==> config.mk <==
export PLATFORM = sky130hd
export DESIGN_NAME = program_loader
export DESIGN_NICKNAME = d
export VERILOG_FILES = /design/src/rtl/prog_loader_pkg.sv /design/src/rtl/program_loader.sv
export SDC_FILE = /design/constraint.sdc
export NUM_CORES = 1
export LEC_CHECK = 0
export ABC_AREA = 1
export CORE_MARGIN = 1.5
export CORE_UTILIZATION = 28
export CTS_CLUSTER_DIAMETER = 50
export DETAILED_ROUTE_END_ITERATION = 6
export HOLD_SLACK_MARGIN = 0.03
export PLACE_DENSITY = 0.54
export SYNTH_ARGS = -nofsm -noshare
export SYNTH_HDL_FRONTEND = slang
export SYNTH_SLANG_ARGS = --single-unit
==> constraint.sdc <==
create_clock -name clk -period 1.52 [get_ports clk]
set_clock_uncertainty 0.1 [all_clocks]
set_input_delay 0.228 -clock clk [delete_from_list [all_inputs] [get_ports clk]]
set_output_delay 0.228 -clock clk [all_outputs]
set_load 0.03 [all_outputs]
==> src/rtl/prog_loader_pkg.sv <==
// rtl/prog_loader_pkg.sv - shared types and frame-format constants for the program loader
package prog_loader_pkg;

    // Loader sequencing. CHK is only entered when the trailing checksum byte is enabled.
    typedef enum logic [2:0] {
        IDLE = 3'd0,
        HDR0 = 3'd1,
        HDR1 = 3'd2,
        HI   = 3'd3,
        LO   = 3'd4,
        WR   = 3'd5,
        CHK  = 3'd6,
        DONE = 3'd7
    } state_t;

    // HDR0 layout: bit 7 selects instruction vs data memory, low bits carry word count minus one.
    localparam int HDR_TYPE_BIT    = 7;
    localparam int HDR_CNT_LSB     = 0;
    localparam int HDR_CNT_MSB_MAX = 6;

    // Payload words arrive high byte first: word = {hi, lo}.
    localparam logic PAYLOAD_HI_FIRST = 1'b1;

endpackage

==> src/rtl/program_loader.sv <==
// rtl/program_loader.sv - byte-stream loader packing host bytes into 16-bit memory writes
//
// Purpose: accepts a framed byte stream (HDR0, HDR1, 2*N payload bytes, optional CHK),
// pairs payload bytes into words and writes them to consecutive memory addresses while
// holding the CPU off.
//
// Optional feature macro: PROG_LOADER_CHECKSUM_EN
//   defined   - frame ends with an XOR checksum byte over the payload; mismatch sets error
//   undefined - no checksum byte; the byte after the payload starts the next frame
//
// Ports:
//   clk, rst_n          clock (rising edge), asynchronous active-low reset
//   start, abort        frame start (sampled in IDLE) and frame cancel
//   in_valid, in_data   host byte stream; in_ready accepts (transfer = in_valid & in_ready)
//   load                one-cycle write strobe, with is_instruction/load_address/cpu_input
//   busy, cpu_hold      frame in progress (cpu_hold mirrors busy)
//   done                one-cycle end-of-frame pulse
//   error               sticky abort/checksum flag, cleared when the next start is accepted
module program_loader
    import prog_loader_pkg::*;
#(
    parameter int ADDR_WIDTH = 5
) (
    input  logic                  clk,
    input  logic                  rst_n,
    input  logic                  start,
    input  logic                  abort,
    input  logic                  in_valid,
    input  logic [7:0]            in_data,
    output logic                  in_ready,
    output logic                  load,
    output logic                  is_instruction,
    output logic [ADDR_WIDTH-1:0] load_address,
    output logic [15:0]           cpu_input,
    output logic                  busy,
    output logic                  cpu_hold,
    output logic                  done,
    output logic                  error
);

    localparam logic [ADDR_WIDTH-1:0] ADDR_ONE = ADDR_WIDTH'(1);

    state_t                state;
    logic                  type_q;
    logic [ADDR_WIDTH-1:0] cnt_q;   // words remaining after the current one
    logic [ADDR_WIDTH-1:0] addr_q;  // address of the next word to be written
    logic [7:0]            hi_q;
`ifdef PROG_LOADER_CHECKSUM_EN
    logic [7:0]            csum_q;
`endif

    logic xfer;

    // Byte-accepting states are exactly the header, payload and checksum states.
    assign in_ready = (state == HDR0) || (state == HDR1) || (state == HI) ||
                      (state == LO)   || (state == CHK);
    assign xfer     = in_valid && in_ready;
    assign cpu_hold = busy;

    always_ff @(posedge clk or negedge rst_n) begin
        if (!rst_n) begin
            state          <= IDLE;
            type_q         <= 1'b0;
            cnt_q          <= '0;
            addr_q         <= '0;
            hi_q           <= '0;
`ifdef PROG_LOADER_CHECKSUM_EN
            csum_q         <= '0;
`endif
            load           <= 1'b0;
            is_instruction <= 1'b0;
            load_address   <= '0;
            cpu_input      <= '0;
            busy           <= 1'b0;
            done           <= 1'b0;
            error          <= 1'b0;
        end else begin
            load <= 1'b0;
            done <= 1'b0;

            // busy is low in IDLE and DONE, so this covers every in-frame state. In WR the
            // strobe is already on the bus, so the write completes before returning to IDLE.
            if (abort && busy) begin
                state <= IDLE;
                busy  <= 1'b0;
                error <= 1'b1;
            end else begin
                case (state)
                    IDLE: begin
                        if (start) begin
                            state  <= HDR0;
                            busy   <= 1'b1;
                            error  <= 1'b0;
`ifdef PROG_LOADER_CHECKSUM_EN
                            csum_q <= '0;
`endif
                        end
                    end
                    HDR0: begin
                        if (xfer) begin
                            type_q <= in_data[HDR_TYPE_BIT];
                            cnt_q  <= in_data[HDR_CNT_LSB +: ADDR_WIDTH];
                            state  <= HDR1;
                        end
                    end
                    HDR1: begin
                        if (xfer) begin
                            addr_q <= in_data[ADDR_WIDTH-1:0];
                            state  <= HI;
                        end
                    end
                    HI: begin
                        if (xfer) begin
                            hi_q   <= in_data;
`ifdef PROG_LOADER_CHECKSUM_EN
                            csum_q <= csum_q ^ in_data;
`endif
                            state  <= LO;
                        end
                    end
                    LO: begin
                        if (xfer) begin
`ifdef PROG_LOADER_CHECKSUM_EN
                            csum_q         <= csum_q ^ in_data;
`endif
                            load           <= 1'b1;
                            is_instruction <= type_q;
                            load_address   <= addr_q;
                            cpu_input      <= PAYLOAD_HI_FIRST ? {hi_q, in_data} : {in_data, hi_q};
                            state          <= WR;
                        end
                    end
                    WR: begin
                        addr_q <= addr_q + ADDR_ONE;
                        if (cnt_q == '0) begin
`ifdef PROG_LOADER_CHECKSUM_EN
                            state <= CHK;
`else
                            state <= DONE;
                            busy  <= 1'b0;
                            done  <= 1'b1;
`endif
                        end else begin
                            cnt_q <= cnt_q - ADDR_ONE;
                            state <= HI;
                        end
                    end
`ifdef PROG_LOADER_CHECKSUM_EN
                    CHK: begin
                        if (xfer) begin
                            if (in_data != csum_q) begin
                                error <= 1'b1;
                            end
                            state <= DONE;
                            busy  <= 1'b0;
                            done  <= 1'b1;
                        end
                    end
`endif
                    DONE: begin
                        state <= IDLE;
                    end
                    default: begin
                        state <= IDLE;
                        busy  <= 1'b0;
                    end
                endcase
            end
        end
    end

endmodule
==> results.json <==
{
  "design.core.area_mm2": 0.00785,
  "route.detailed.drc": 0,
  "r2r_slack_ns": 0.06,
  "gp_congestion": 0.774,
  "yosysUniqueCellTypes": 25,
  "synthAdderAreaFrac_pct": 1.63,
  "grt_usage_pct": 12.7,
  "p_seq_share_pct": 35.8,
  "ys_ff_latch": 48,
  "clk_latency_ns": 0.30,
  "layout_min_cycle_time_ns": 1.57,
  "clock_path_buffers": 2,
  "cts_tree": "done",
  "timing.rr.end": "addr_q[0]$_DFFE_PN0P_",
  "failed_checks": "setup timing",
  "drv_cap": 0,
  "setup_viol": 1,
  "worst-path-max-fanout": 3,
  "leakage_nw": 1.65,
  "fmax_mhz": 636,
  "root_buffer": "clkbuf_8",
  "power_switching_share_pct": 45.3,
  "die_h_um": 93.7,
  "rsz0062_at_grt": "yes",
  "slew_headroom_pct": 79.0,
  "yosysWarnings": 0,
  "slowest_delay_ns": 0.43,
  "startpoint_type": "flop",
  "antennaDiodeCount": 0,
  "vias": 1950,
  "post-place-ws_ns": -0.154,
  "clk_transition_reported_paths_ns": 0.08,
  "die_width_um": 93.7,
  "io_buffers": 40,
  "status": "finished, violations left",
  "synth_top_family_by_area": "simple AND/OR/NAND/NOR gates",
  "arrival_ns": 1.24,
  "via_per_inst": 4.36,
  "ioPinCount": 41,
  "grt_pass1_vias": 1850,
  "intPower_mw": 3.38,
  "first_pass_iters": 4,
  "grt_overflow": 0,
  "post-route-period-util_pct": 103,
  "ys_top_cells_by_area": "dfrtp_1 52%, nand2_1 18%, o21ai_0 7.2%",
  "ant_nets": 0,
  "synth_mux_area_share_pct": 0,
  "row_count": 32,
  "cts_max_level": 2,
  "synth-simple-area-share_pct": 27.9,
  "layout-drive-gt1-share_pct": 18.6,
  "final_max_slew_viol_count": 0,
  "antenna_found_initial": 0,
  "fillers": 851,
  "worst_slack_ns": -0.0516,
  "r2r_start": "state[0]$_DFFE_PN0P_",
  "yosys.area.top_type_share_pct": 52.1,
  "combPwrFrac_pct": 51.7,
  "hold_violations": 0,
  "ir_drop_mv": 0.540,
  "grt_max_degree": 49,
  "power_frac_clock_pct": 12.4,
  "cts_made_buffers": 5,
  "powerDensity_mw_per_mm2": 2000,
  "wirelength_mm": 5.24,
  "synthToLayoutAreaGrowth_pct": 33.6,
  "wl_per_cell_um": 11.7,
  "fin_tns_setup_ns": -0.0516,
  "grt_pass1_wl_mm": 8.82,
  "dp_hpwl_mm": 3.75,
  "hold_path.class": "input port to asynchronous set/reset pin",
  "initialDrtViolationCount": 98,
  "synth-compound-area-share_pct": 10.4,
  "required_ns": 1.19,
  "postSynthAreaPerCell_um2": 8.17,
  "worstSetupPathType": "flop to output port",
  "critPathCaptureType": "output port",
  "netSwitchingPower_mw": 2.79,
  "worstMarginPinSlew_ns": 0.317,
  "synth_area_mm2": 0.00230,
  "synth_fp_nets": 298,
  "path_cells": "buf_6 -> o21ai_4 -> o21ai_4 -> buf_6",
  "r2r_cells": 5,
  "cpMaxStageDelayCell": "dfrtp_2",
  "synth_top_cell_by_area": "dfrtp_1",
  "final_util_pct": 39.2,
  "die_area_mm2": 0.00878,
  "ys_seq_area_share_pct": 52.1,
  "synth-xor-area-share_pct": 0,
  "synthCells": 282,
  "nets": 360,
  "clock_sinks": 48,
  "start_util_pct": 29.4
}
layer usage:
layer | track usage (%) | routed length [um] | up-vias
met5 | 0 | 0 | -
met4 | 4.10 | 65 | 0
met3 | 2.59 | 174 | 5
met2 | 19.9 | 2360 | 30
met1 | 17.6 | 2650 | 899
li1 | - | - | 1016
sequential cells by signal, summed over array words and instances (netlist names):
register	cells
cpu_input	16
hi_q	8
addr_q	5
cnt_q	5
load_address	5
state	3
busy	1
done	1
error	1
is_instruction	1
load	1
type_q	1
worst max path at each step:
stage | start | cells after the start | to
after floorplan | busy$_DFFE_PN0P_ | 7 | hi_q[5]$_DFFE_PN0P_
after global placement | abort | 8 | state[2]$_DFFE_PN0P_
after detailed placement | abort | 7 | hi_q[0]$_DFFE_PN0P_
after CTS | state[0]$_DFFE_PN0P_ | 4 | in_ready
after global routing | state[0]$_DFFE_PN0P_ | 4 | in_ready
final | state[0]$_DFFE_PN0P_ | 4 | in_ready
Yosys cell counts, drive strengths merged:
cell type,instances
ha,3
a31oi,1
nand4,3
nand2,114
buf,7
a21oi,2
nor2,16
dfrtp,48
o21ai,41
inv,32
nor3,1
nand3,13
o211ai,1
power by group through the flow:
stage | Clock (mW) | Sequential, mW | Combinational, mW
2_1_floorplan | 0 | 2.62 | 1.55
3_3_place_gp | 0 | 2.22 | 3.07
3_5_place_dp | 0 | 2.22 | 3.12
5_1_grt | 0.843 | 2.29 | 3.56
6_report | 0.768 | 2.21 | 3.19
4_1_cts | 0.797 | 2.20 | 3.00
what timing repair did:
item | CTS | global route
pin swaps | 0 | 5
setup endpoints to repair | 28 | 15
resized for setup | 33 | 20
gates cloned | 0 | 1
setup buffers | 0 | 3
endpoints found under the hold margin | 48 | 0
hold buffers | 1 | 0
stage by stage:
stage                     cells  hold WS, ns  cell area, um^2  power [mW]
after floorplan             282       -0.168             2300        4.17
after global placement      434        0.138             2920        5.29
after detailed placement    434        0.136             2920        5.34
after CTS                   443        0.350             3000        6.00
after global routing        447        0.353             3080        6.70
final                       447        0.337             3080        6.17
cells by family after synthesis:
logic type	count (synthesis)
DFF	48
and+or+nand+nor	147
AOI/OAI and AO/OA	45
adders and majority gates	3
buffers and inverters	39
placed cells by master (no fill, tap or decap), types with 4 or more instances in the layout:
cell type / Yosys / layout
buf_4: 1 / 15
buf_6: 3 / 4
clkbuf_8: 0 / 5
clkdlybuf4s50_1: 0 / 11
dfrtp_1: 48 / 44
dfrtp_2: 0 / 4
dlygate4sd2_1: 0 / 27
inv_1: 26 / 23
inv_2: 4 / 7
nand2_1: 109 / 105
nand2_2: 3 / 7
nand3_1: 13 / 13
nor2_1: 12 / 11
o21ai_0: 33 / 28
o21ai_1: 7 / 10
worst max-delay path, delay by kind of cell, from the launching register on:
kind	cells	cell delay, ns
AOI/OAI and AO/OA	2	0.24
buffers and inverters	2	0.27
DFF	1	0.43
area by class of cell:
| cell class | count | area [um^2] | share of cell area [%] |
|---|---|---|---|
| sequential | 48 | 1210 | 39.2 |
| inverter | 32 | 128 | 4.15 |
| clock inverter | 3 | 18.8 | 0.610 |
| tap | 102 | 128 | 4.15 |
| clock buffer | 5 | 68.8 | 2.24 |
| timing repair buffer | 61 | 559 | 18.2 |
| multi-input combinational | 196 | 970 | 31.5 |
Power figures use the tool's default switching activity.
==> edit 1 (same flow settings) <==
`ADDR_WIDTH`: 5 -> 4.
--- a/src/rtl/program_loader.sv
+++ b/src/rtl/program_loader.sv
@@ -19,7 +19,7 @@
 module program_loader
     import prog_loader_pkg::*;
 #(
-    parameter int ADDR_WIDTH = 5
+    parameter int ADDR_WIDTH = 4
 ) (
     input  logic                  clk,
     input  logic                  rst_n,
Interface: changed (resized load_address); port bits go from 41 to 40. No check against the original RTL was run, so the function may have changed too.
==> edit 1 against the original RTL <==
- the run still ends with setup timing left
- synthesized cell count down 11%
- core utilization up 1.5 points
- design area up 2.2%
- wire length down 5.8%
- area after synthesis down 2.9%
- register-to-register slack worse by 0.03 ns
- clock power up 0.8%
- power up 0.95%
- sequential cell count down 3
- worst setup slack better by 0.0014 ns
==> edit 1: results (changes against the original RTL) <==
The sequential fraction of the synthesis area was 0.503 (-0.0181). The fraction of area in clock buffers and inverters works out to 0.0298 (+0.00138). By area the synthesized netlist is led by sky130_fd_sc_hd__dfrtp_1 50%, sky130_fd_sc_hd__nand2_1 15%, sky130_fd_sc_hd__o21ai_2 8.6%. The commonest cells after synthesis are 87 x sky130_fd_sc_hd__nand2_1, 45 x sky130_fd_sc_hd__dfrtp_1, 23 x sky130_fd_sc_hd__inv_1, 22 x sky130_fd_sc_hd__o21ai_2, 14 x sky130_fd_sc_hd__o21ai_0.

The worst-case register-to-register setup slack was 0.03 ns (-0.03 ns). The routed via count is 1808 (-7.3%). The checks that failed: setup timing. The share of post-route cells with drive strength above 1 is 0.267 (+0.0816), and the worst path setup slack after routing is -0.0503 ns (+0.00135 ns).

The tools report the count of placed standard cells including taps as 398 (-8.3%). The worst voltage drop across the vdd grid is 0.000488 V (-9.6%). The sum of negative setup slack was -0.0503 ns (+0.00135 ns); the initial DRC count was 72 (-27%). The multi-input combinational cell count came out at 171 (-13%).

The logs give 0.283 ns (-0.0542 ns) for the worst hold-check slack and 1583 (-14%) for the via count of the first global-routing pass. For the worst slack after detailed placement, the log shows -0.0908 ns (+0.0633 ns). The run gives 1.65 nW (about the same) as the leakage power of the design.

From synthesis to final layout, the design area changed by 40.6%. The number of port buffers was 39 (-2.5%); the fraction of area in registers was 0.359 (-0.0327). The non-clock buffer area fraction after layout was 0.224 (+0.0418); the filler-free cell count of the finished design was 424 (-5.1%). The run gives 34 (-31%) as the largest net degree at the start of global routing. The final-report setup violation count came out at 1 (unchanged). The routed wire length was 4.94 mm (-5.8%); the average instance area after synthesis was 8.91 um^2 (+9.1%).

The number of logic inverters in the finished layout was 29 (-9.4%); the area of the multi-input gates was 967 um^2 (-0.26%). The post-CTS setup buffer count is 6 (+6), and the net count after synthesis is 267 (-10%). The weighted congestion at the end of routability-driven global placement was 0.807 (+4.4%); the wire length of the first global-routing pass was 7.67 mm (-13%). For the total track usage, the log shows 0.114 (-0.0133). For the cell area after placement, the log shows 2830 um^2 (-3.0%). The flow ran to the end, but the final reports show violations. The number of fillers in the final layout is 782 (-8.1%).
## edit 1: report_power, final
part | switching [mW] | internal, mW | total [mW]
combinational | 2.04 | 1.40 | 3.44
clock | 0.438 | 0.335 | 0.774
sequential | 0.306 | 1.70 | 2.01
## edit 1: layer usage
metal | global-route usage | share of wire
met4 | 0.0269 | 0.0099
met3 | 0.0304 | 0.037
met1 | 0.159 | 0.46
met2 | 0.175 | 0.49
met5 | 0 | 0
## edit 1: critical path, stage by stage (launching register included)
cell                      delay (ns)
sky130_fd_sc_hd__dfrtp_2        0.43
sky130_fd_sc_hd__buf_6          0.12
sky130_fd_sc_hd__o21ai_2        0.14
sky130_fd_sc_hd__o21ai_1        0.08
sky130_fd_sc_hd__buf_4          0.17
## edit 1: cells by family (layout without fill, tap and decap cells)
kind of cell	count (synthesis)	after routing	share of synthesized area
AOI/OAI and AO/OA	47	47	0.149
adders and majority gates	3	3	0.0168
buffers and inverters	36	106	0.0833
DFF	45	45	0.503
and+or+nand+nor	120	121	0.248
==> edit 2 (same settings) <==
Without the edit above. The 8 states of `state_t` get a one-hot encoding in 8 bits.
--- a/src/rtl/prog_loader_pkg.sv
+++ b/src/rtl/prog_loader_pkg.sv
@@ -2,15 +2,15 @@
 package prog_loader_pkg;
 
     // Loader sequencing. CHK is only entered when the trailing checksum byte is enabled.
-    typedef enum logic [2:0] {
-        IDLE = 3'd0,
-        HDR0 = 3'd1,
-        HDR1 = 3'd2,
-        HI   = 3'd3,
-        LO   = 3'd4,
-        WR   = 3'd5,
-        CHK  = 3'd6,
-        DONE = 3'd7
+    typedef enum logic [7:0] {
+        IDLE = 8'b00000001,
+        HDR0 = 8'b00000010,
+        HDR1 = 8'b00000100,
+        HI   = 8'b00001000,
+        LO   = 8'b00010000,
+        WR   = 8'b00100000,
+        CHK  = 8'b01000000,
+        DONE = 8'b10000000
     } state_t;
 
     // HDR0 layout: bit 7 selects instruction vs data memory, low bits carry word count minus one.
Behaviour: no difference found for any inputs over 10 cycles, from zero or initial values and one cycle with rst_n low; not proved beyond that.
==> edit 2 against the original RTL <==
- power down 20%
- core utilization up 3.1 points
- fmax down 13%
- wire length up 28%
- area after synthesis up 9.7%
- via count up 15%
- sequential cell count up 4
- register-to-register slack worse by 0.28 ns
- count of clock-buffer cells in the layout unchanged
- the run still ends with setup timing left
- sequential share of layout area down 3.9 points
- cell count up 12%
- design area up 20%
- worst setup slack worse by 0.24 ns
==> edit 2: results (changes against the original RTL) <==
The final sequential cell count was 52 (+8.3%); the share of the synthesized area in the top cell type was 0.505 (-0.0163). The proportion of cell area occupied by multi-input gates was 0.338 (+0.0234). The clock-pin slew on the worst setup and hold paths works out to 0.10 ns (+0.02 ns).

The run gives -3.52 ns (-3.47 ns) as the sum of negative setup slack. The non-clock buffer area fraction after layout works out to 0.197 (+0.0158). The cell family contributing the most delay on the critical path is simple AND/OR/NAND/NOR gates. The arrival time of the worst setup path came out at 1.48 ns (+0.24 ns). For the post-synthesis cell count, the log shows 312 (+11%). In the post-synthesis netlist, the biggest area contributors are sky130_fd_sc_hd__dfrtp_1 51%, sky130_fd_sc_hd__nand2_1 17%, sky130_fd_sc_hd__o21ai_0 7.1%.

The run gives 0.000422 V (-22%) as the worst voltage drop across the vdd grid. The run finished, with violations left. The slowest stage of the critical path belongs to the cell sky130_fd_sc_hd__dfrtp_1.

The share of post-route cells with drive strength above 1 was 0.257 (+0.0715). The layout buffer count excluding clock buffers works out to 78 (+28%). The wire length of the first global-routing pass was 11.6 mm (+32%); the multi-input combinational cell count was 222 (+13%).

The logs give 0.150 (+0.0226) for the total track usage and 31 (+24%) for the distinct cell type count after synthesis. The final-report setup violation count was 48 (+47). From synthesis to final layout, the design area changed by 46.2%. The count of placed standard cells including taps came out at 474 (+9.2%).

The tools report the via count of the first global-routing pass as 2397 (+30%). The run gives 0.516 (-0.00585) as the sequential fraction of the synthesis area. Worst path setup slack after routing: -0.288 ns (-0.236 ns). The average vias per placed instance came out at 4.48 (+2.7%). Initial DRC count: 82 (-16%). The fraction of area in clock buffers and inverters is 0.0373 (+0.00881). By count the netlist is led by 112 x sky130_fd_sc_hd__nand2_1, 51 x sky130_fd_sc_hd__dfrtp_1, 36 x sky130_fd_sc_hd__o21ai_0, 30 x sky130_fd_sc_hd__inv_1, 28 x sky130_fd_sc_hd__nor2_1. The final reports fail on setup timing.
## edit 2: kinds of logic (layout without fill, tap and decap cells)
| family | Yosys count | count (layout) | share of synthesized area |
|---|---|---|---|
| AND/OR/NAND/NOR | 168 | 169 | 0.292 |
| buffers and inverters | 40 | 119 | 0.0698 |
| AO/OA/AOI/OAI | 47 | 48 | 0.101 |
| flip-flops | 52 | 52 | 0.516 |
| XOR/XNOR | 2 | 2 | 0.00694 |
| adder cells (fa/ha/maj) | 3 | 3 | 0.0149 |
## edit 2: metal layers
layer / global-route usage / routed length, um / share of wire
met5: 0 / 0 / 0
met4: 0.0330 / 40 / 0.0060
met3: 0.0229 / 220 / 0.033
met2: 0.250 / 3250 / 0.49
met1: 0.206 / 3190 / 0.48
## edit 2: final timing paths
path                                     from             to  slack [ns]  cells past startpoint
worst max-delay path                 state[1]       in_ready       -0.29                      7
worst min-delay path                    rst_n          error        0.33                      3
worst max register to register       state[4]      addr_q[4]       -0.22                      9
worst min register to register  cpu_input[10]  cpu_input[10]        0.38                      2
max in group asynchronous               rst_n       state[0]        0.72                      3
min in group clk                   in_data[6]        hi_q[6]        0.37                      3
## edit 2: power by group through the flow
stage / Clock (mW) / Combinational [mW] / Sequential, mW
6_report: 1.16 / 1.91 / 1.85
3_3_place_gp: 0 / 1.53 / 1.87
2_1_floorplan: 0 / 0.950 / 1.92
4_1_cts: 1.19 / 1.73 / 1.85
5_1_grt: 1.24 / 2.15 / 1.88
3_5_place_dp: 0 / 1.55 / 1.87
## edit 2: repair_timing
| item | CTS | global route |
|---|---|---|
| cloned | 4 | 0 |
| resized for setup | 69 | 36 |
| setup endpoints to repair | 73 | 53 |
| setup buffers | 15 | 4 |
| pin swaps | 9 | 7 |
| endpoints found under the hold margin | 51 | 0 |
| hold buffers | 1 | 0 |
